File: config.mk
export PLATFORM = sky130hd
export DESIGN_NAME = cv32e40x_clmul_unit
export DESIGN_NICKNAME = d
export VERILOG_FILES = /design/src/rtl/cv32e40x_clmul_unit.sv
export SDC_FILE = /design/constraint.sdc
export NUM_CORES = 1
export LEC_CHECK = 0
export ABC_AREA = 0
export ABC_CLOCK_PERIOD_IN_PS = 4000
export CORE_UTILIZATION = 59
export DETAILED_ROUTE_END_ITERATION = 7
export PLACE_DENSITY = 0.84
export SETUP_SLACK_MARGIN = 0.05
export SLEW_MARGIN = 0
export SYNTH_ARGS = -nofsm -noshare
export SYNTH_HDL_FRONTEND = slang
export SYNTH_SLANG_ARGS = --single-unit
export TNS_END_PERCENT = 50
File: constraint.sdc
create_clock -name clk -period 4 [get_ports clk]
set_input_delay 0.6 -clock clk [delete_from_list [all_inputs] [get_ports clk]]
set_output_delay 0.6 -clock clk [all_outputs]
set_load 0.005 [all_outputs]
File: src/rtl/cv32e40x_clmul_unit.sv
// Iterative carry-less multiplier for the Zbc instructions clmul, clmulh and clmulr.
// Consumes BITS_PER_CYCLE bits of rs2 per cycle, accumulates the 64-bit product and
// returns the selected 32-bit half through a valid/ready handshake.
module cv32e40x_clmul_unit #(
  parameter int unsigned BITS_PER_CYCLE = 4
) (
  input  logic        clk,
  input  logic        rst_n,
  input  logic        valid_i,
  output logic        ready_o,
  input  logic [1:0]  op_i,
  input  logic [31:0] op_a_i,
  input  logic [31:0] op_b_i,
  input  logic        kill_i,
  output logic        valid_o,
  input  logic        ready_i,
  output logic [31:0] result_o
);

  localparam int unsigned N     = 32 / BITS_PER_CYCLE;
  localparam int unsigned CNT_W = $clog2(N + 1);

  if (!(BITS_PER_CYCLE inside {1, 2, 4, 8, 16, 32})) begin : g_bad_bits_per_cycle
    $error("cv32e40x_clmul_unit: BITS_PER_CYCLE must be 1, 2, 4, 8, 16 or 32");
  end

  typedef enum logic [1:0] {
    IDLE = 2'b00,
    BUSY = 2'b01,
    DONE = 2'b10
  } state_e;

  state_e             state;
  logic [1:0]         op_q;
  logic [63:0]        a_q;
  logic [31:0]        b_q;
  logic [63:0]        acc_q;
  logic [63:0]        acc_nxt;
  logic [CNT_W-1:0]   cnt_q;
  logic [CNT_W-1:0]   cnt_nxt;
  logic               accept;

  // Pick the requested 32-bit window of the 64-bit carry-less product.
  function automatic logic [31:0] select_result(input logic [1:0] op, input logic [63:0] p);
    case (op)
      2'b11:   return p[63:32];
      2'b10:   return p[62:31];
      default: return p[31:0];
    endcase
  endfunction

  assign accept  = (state == IDLE) && valid_i && !kill_i;
  assign ready_o = (state == IDLE);
  assign valid_o = (state == DONE);

  // One compute step: XOR the shifted multiplicand in for every set multiplier bit.
  always_comb begin
    acc_nxt = acc_q;
    for (int i = 0; i < BITS_PER_CYCLE; i++) begin
      if (b_q[i[4:0]]) begin
        acc_nxt = acc_nxt ^ (a_q << i);
      end
    end
    cnt_nxt = cnt_q + CNT_W'(1);
  end

  // Control state, accumulator, step counter and the registered result.
  always_ff @(posedge clk or negedge rst_n) begin
    if (!rst_n) begin
      state    <= IDLE;
      acc_q    <= '0;
      cnt_q    <= '0;
      result_o <= '0;
    end else begin
      case (state)
        IDLE: begin
          if (accept) begin
            state <= BUSY;
            acc_q <= '0;
            cnt_q <= '0;
          end
        end
        BUSY: begin
          if (kill_i) begin
            state <= IDLE;
          end else begin
            acc_q <= acc_nxt;
            cnt_q <= cnt_nxt;
            if (cnt_nxt == CNT_W'(N)) begin
              result_o <= select_result(op_q, acc_nxt);
              state    <= DONE;
            end
          end
        end
        DONE: begin
          // A kill and a downstream accept both return to IDLE; the result is simply dropped.
          if (kill_i || ready_i) begin
            state <= IDLE;
          end
        end
        default: state <= IDLE;
      endcase
    end
  end

  // Operand shift registers: loaded on accept, so later operand changes are ignored.
  always_ff @(posedge clk) begin
    if (accept) begin
      op_q <= op_i;
      a_q  <= {32'b0, op_a_i};
      b_q  <= op_b_i;
    end else if (state == BUSY) begin
      a_q <= a_q << BITS_PER_CYCLE;
      b_q <= b_q >> BITS_PER_CYCLE;
    end
  end

endmodule

Word level (Yosys, flattened, before mapping)
Index checks and enable logic that the tools add are counted.
Word-level totals
  bits in registers: 200
  bits of input ports: 71
  output and inout port bits: 34
  word-level logic and storage cells: 53
Cells by class
  add/subtract/negate cells: 1
  equality and inequality tests: 9
  muxes and demuxes: 20
  bitwise operators: 5
  reductions and logical operators: 10
Operator list (count)
  two-way mux 64 bit: 6
  XOR 64 bit: 4
  two-way mux 32 bit: 4
  case mux 64 bit (2 select lines): 1
  case mux 32 bit (2 select lines): 1
  AND reduction 3 bit: 3
  two-way mux 2 bit: 4
  two-way mux 4 bit: 2
  case mux 4 bit (2 select lines): 1
  == test 2 bit, second input constant: 3
  case mux 2 bit (3 select lines): 1
  adder 4 x 1 -> 4 bit, second input constant: 1
  == test 4 bit, second input constant: 1
  != test 2 x 1 -> 1 bit, second input constant: 2
  nonzero test 2 bit: 2
  != test 3 bit, second input constant: 1
  == test 2 x 1 -> 1 bit, second input constant: 1
  logical AND 1 bit: 2
  logical NOT 2 bit: 1
  != test 2 bit, second input constant: 1
  logical NOT 1 bit: 1
  logical OR 1 bit: 1
  NOT 1 bit: 1

Logic depth before layout (Yosys ltp)
  depth in word-level cells: 10
  mapped depth: 8
  mapped depth without buffers: 6

Worst setup path after synthesis
No wires, ideal clock.
  kind: input to register
  start point: input port valid_i
  end point: register a_q[0] (enable)
  library setup time: 688 ps
  arrival: 2720 ps
  required time: 3312 ps
  slack: 592 ps
  stages: 6
  path buffers: 3
  cell sequence: nor2b_1 > clkbuf_1 > nand2_1 > clkbuf_1 > clkbuf_1 > nand2_1
Between the ends
  longest elaborated chain between the ends: 3
Ends and longest elaborated chain
  start: declaration: RTL line 9  | input logic valid_i,
  logical AND 1 bit (2 in series): RTL line 52  | assign accept = (state == IDLE) && valid_i && !kill_i;
  nonzero test 2 bit (no source line)
  end signal: assignment: RTL line 110  | a_q <= {32'b0, op_a_i};
  end signal: assignment: RTL line 113  | a_q <= a_q << BITS_PER_CYCLE;
  end: declaration: RTL line 35  | logic [63:0] a_q;
No other way between the ends.
A chain may end at the register's enable or synchronous reset.

Worst setup path after layout
  start point: register b_q[1]
  end point: register result_o[2]
Between the ends
  longest elaborated chain between the ends: 6
Ends and longest elaborated chain
  start: declaration: RTL line 36  | logic [31:0] b_q;
  start signal: assignment: RTL line 111  | b_q <= op_b_i;
  start signal: assignment: RTL line 114  | b_q <= b_q >> BITS_PER_CYCLE;
  two-way mux 64 bit (*): RTL line 60  | if (b_q[i[4:0]]) begin
  XOR 64 bit: RTL line 61  | acc_nxt = acc_nxt ^ (a_q << i);
  two-way mux 64 bit (*): RTL line 60
  XOR 64 bit: RTL line 61
  two-way mux 64 bit (*): RTL line 60
  case mux 32 bit (2 select lines) (*): RTL line 45  | case (op)
  end signal: assignment: RTL line 90  | result_o <= select_result(op_q, acc_nxt);
  end: declaration: RTL line 17  | output logic [31:0] result_o
Every way passes the cells marked *; elsewhere a longest branch is shown, timed or not.

==> metrics.md <==
| Metric | Value |
|---|---|
| Core Rows | between 50 and 60 |
| CTS tree | built |
| # setup viols final | 0 |
| Placer Congestion | 0.8005 |
| Core area | 20230 sq um |
| Detail Route Antenna Nets | 0 |
| DP HPWL | between 15000 and 20000 microns |
| Crit Path Max Fanout | 24 |
| Post-synthesis cell type count | 48 |
| Inserted Diodes | 0 |
| Synthesized cell area | 12170 sq um |
| Sequential share of the synthesized area | 42.54% |
| CP required | 4.35 ns |
| Leakage power | 6.340 nW |
| Slew HR | 25.82% |
| Avg WL per Cell | 17.64 microns |
| CTS Sinks | 200 |
| Final Non-Filler Cells | roughly 1.7k |
| Pwr/cell area | 816.2 nW/um^2 |
| Worst vdd ir | roughly 0.54 mV |
| Mapped Cells | 1330 |
| GRT Util Overall | 29.35% |
| Worst setup SP type | register |
| First-pass GRT wire length | 49650 microns |
| Commonest non-fill, non-tap cells in the layout | nand2_1 (508), clkdlybuf4s50_1 (103), dfrtp_1 (102) |
| DR DRC count | 0 |
| Syn avg cell area | 9.147 sq um |
| Clk root buf | clkbuf_16 |
| Maximum clock rate | 0.3722 GHz |
| Worst path arrival time | roughly 3 ns |
| Tot Pwr | around 11 mW |
| Post-placement cell count | 1648 |
| H-tree depth | 4 |
| #FFs+latches synth | 200 |
| Worst-skew pair later-pin latency | 0.45 ns |
| Die W | approximately 150 microns |
| Via-to-Cell Ratio | 5.849 |
| GR Overflow Total | 0 |
| Post-synth EDFFs | 66 |
| Synth-to-Final Area Change | 14.81% |
| Post-synthesis net count | 1402 |
| Final core occ | 69.03% |
| Synth warn | 0 |
| Status | finished, final reports clean |
| Fraction of the cycle the final worst path needs | 67.16% |
| Worst Path Class, Setup | reg2reg |
| Layout cell share with drive strength beyond 1 | 6.028% |
| Cts bufs inserted | 17 |
| Nets | 1469 |
| Worst reg2reg setup slack | 1.31 ns |
| Initial antenna violation count | 0 |
| Clock skew | 0.007062 ns |
| Crit Reg-Reg Endpoint | result_o[2]$_DFFE_PN0P_ |
| CTS Hold Bufs | 0 |
| Initial Util | 60.12% |
| Worst setup EP type | register |
| Pin count of the biggest net entering global routing | 91 |
| Drt total wl | between 20000 and 30000 microns |
| Drt first pass iters | 5 |
| Post-synth ARST share | a little over 50% |
| Postcts setup bufs | 0 |
| RSZ-0062 raised after global routing | no |
| Most common cell after layout, fill and taps aside | nand2_1 |
| DIE HEIGHT | 145.6 microns |
| # resized after CTS | 0 |
| Worst R2R Start | b_q[1]$_DFFE_PP_ |
| Clock-pin slew on the worst setup and hold paths | about 0.080 ns |
| Worst-case clock buffer depth | 2 |
| Boundary pin count | around 110 |
| Setup TNS | 0 ns |
| Minimum clock period | 2.687 ns |
| DIE AREA | 21200 sq um |
| Min-Delay Path Class | in2async |
| Endpoints failing hold | 0 |
| Ys flop type | dfrtp_1 |
| Port-buffer cells | 104 |
| Number of DRC markers in iteration 0 | 925 |
| Via Count | 9827 |
| Slew Limit Fails | 0 |
| Worst-Margin Slew | 1.113 ns |
| Fillcell total | between 1k and 1.5k |
| Worst reg-to-reg path cell count | 7 |
| Vias in the first global route | 9717 |
| Max-Cap Viols | 0 |
[cell usage after synthesis (all sizes together), types with 2 or more instances]
cell	n	area share, %
nor3	14	0.67
o21a	20	1.2
o22ai	23	1.2
nand3b	2	0.12
mux2i	23	1.9
or3b	5	0.36
a41oi	6	0.43
nor2	51	1.6
dfxtp	32	5.3
edfxtp	66	16
and2	3	0.15
nor4	6	0.51
nand3	4	0.16
nor2b	3	0.15
clkbuf	38	1.2
and3	21	1.1
a22o	44	3.2
xor2	46	3.3
xnor2	88	6.3
a21oi	34	1.4
nand2	519	16
inv	4	0.12
o21ai	55	2.3
a31oi	2	0.10
buf	48	2.6
nand2b	3	0.17
dfrtp	102	21
a21boi	3	0.19
xnor3	55	10
[per-stage QoR]
step	hold WS [ns]	setup WS, ns	area, sq um
2_1_floorplan	0.3044	0.5917	12170
3_3_place_gp	0.4465	1.398	13360
3_5_place_dp	0.4562	1.385	13360
4_1_cts	0.2007	1.407	13970
5_1_grt	0.2423	1.291	13970
6_report	0.1776	1.313	13970
[cell families (layout without fill, tap and decap cells)]
family	Yosys count	in the layout	share of synthesized area [%]
compound gates	194	194	10.46
flops	200	200	42.54
fa+ha+maj	1	1	0.1028
buf+inv	90	170	3.898
xor+xnor	189	189	19.83
mux	23	23	1.892
simple gates	633	633	21.28
[sequential cells by signal, summed over array words and instances (netlist names)]
register  flops
state         2
op_q          2
acc_q        64
cnt_q         4
a_q          64
result_o     32
b_q          32
[power breakdown]
part	switching [mW]	internal (mW)	total, mW
combinational	3.20	2.66	5.86
sequential	0.783	2.96	3.75
clock	0.889	0.901	1.79
total	4.88	6.52	11.4
[worst max-delay path: stages (launching register included)]
cell	delay (ns)
edfxtp_1	1.09
buf_4	0.35
buf_4	0.18
nand2_1	0.07
xor2_1	0.17
xnor2_1	0.33
a21oi_1	0.15
a31oi_1	0.24
[metal layers]
metal	share of wire, %	wire (microns)	vias to the layer above	global-route usage, %
met5	0	0	-	0
met4	3.3	973	0	11.68
met3	6.9	2052	86	5.455
met2	48	14370	422	48.49
li1	-	-	4564	-
met1	41	12240	4755	38.41
[final cells by class]
class	count	area, sq um	area share (%)
clock buffer	17	425.4	3.046
timing repair buffer	134	1301	9.317
inverter	4	15.01	0.1075
multi-input combinational	1040	6534	46.78
clock inverter	15	178.9	1.281
sequential	200	5175	37.05
tap	270	337.8	2.419
[how the worst max path moves through the flow]
| stage | from | end | slack [ns] | cells after the start |
|---|---|---|---|---|
| floorplan | valid_i | a_q[0]$_SDFFCE_PN0P_ | 0.59 | 6 |
| global placement | kill_i | op_q[0]$_DFFE_PP_ | 1.40 | 5 |
| detailed placement | kill_i | op_q[0]$_DFFE_PP_ | 1.38 | 5 |
| CTS | b_q[1]$_DFFE_PP_ | result_o[2]$_DFFE_PN0P_ | 1.41 | 7 |
| global route | b_q[1]$_DFFE_PP_ | result_o[2]$_DFFE_PN0P_ | 1.29 | 7 |
| finish | b_q[1]$_DFFE_PP_ | result_o[2]$_DFFE_PN0P_ | 1.31 | 7 |
No activity file was read; power rests on OpenSTA's default activity.
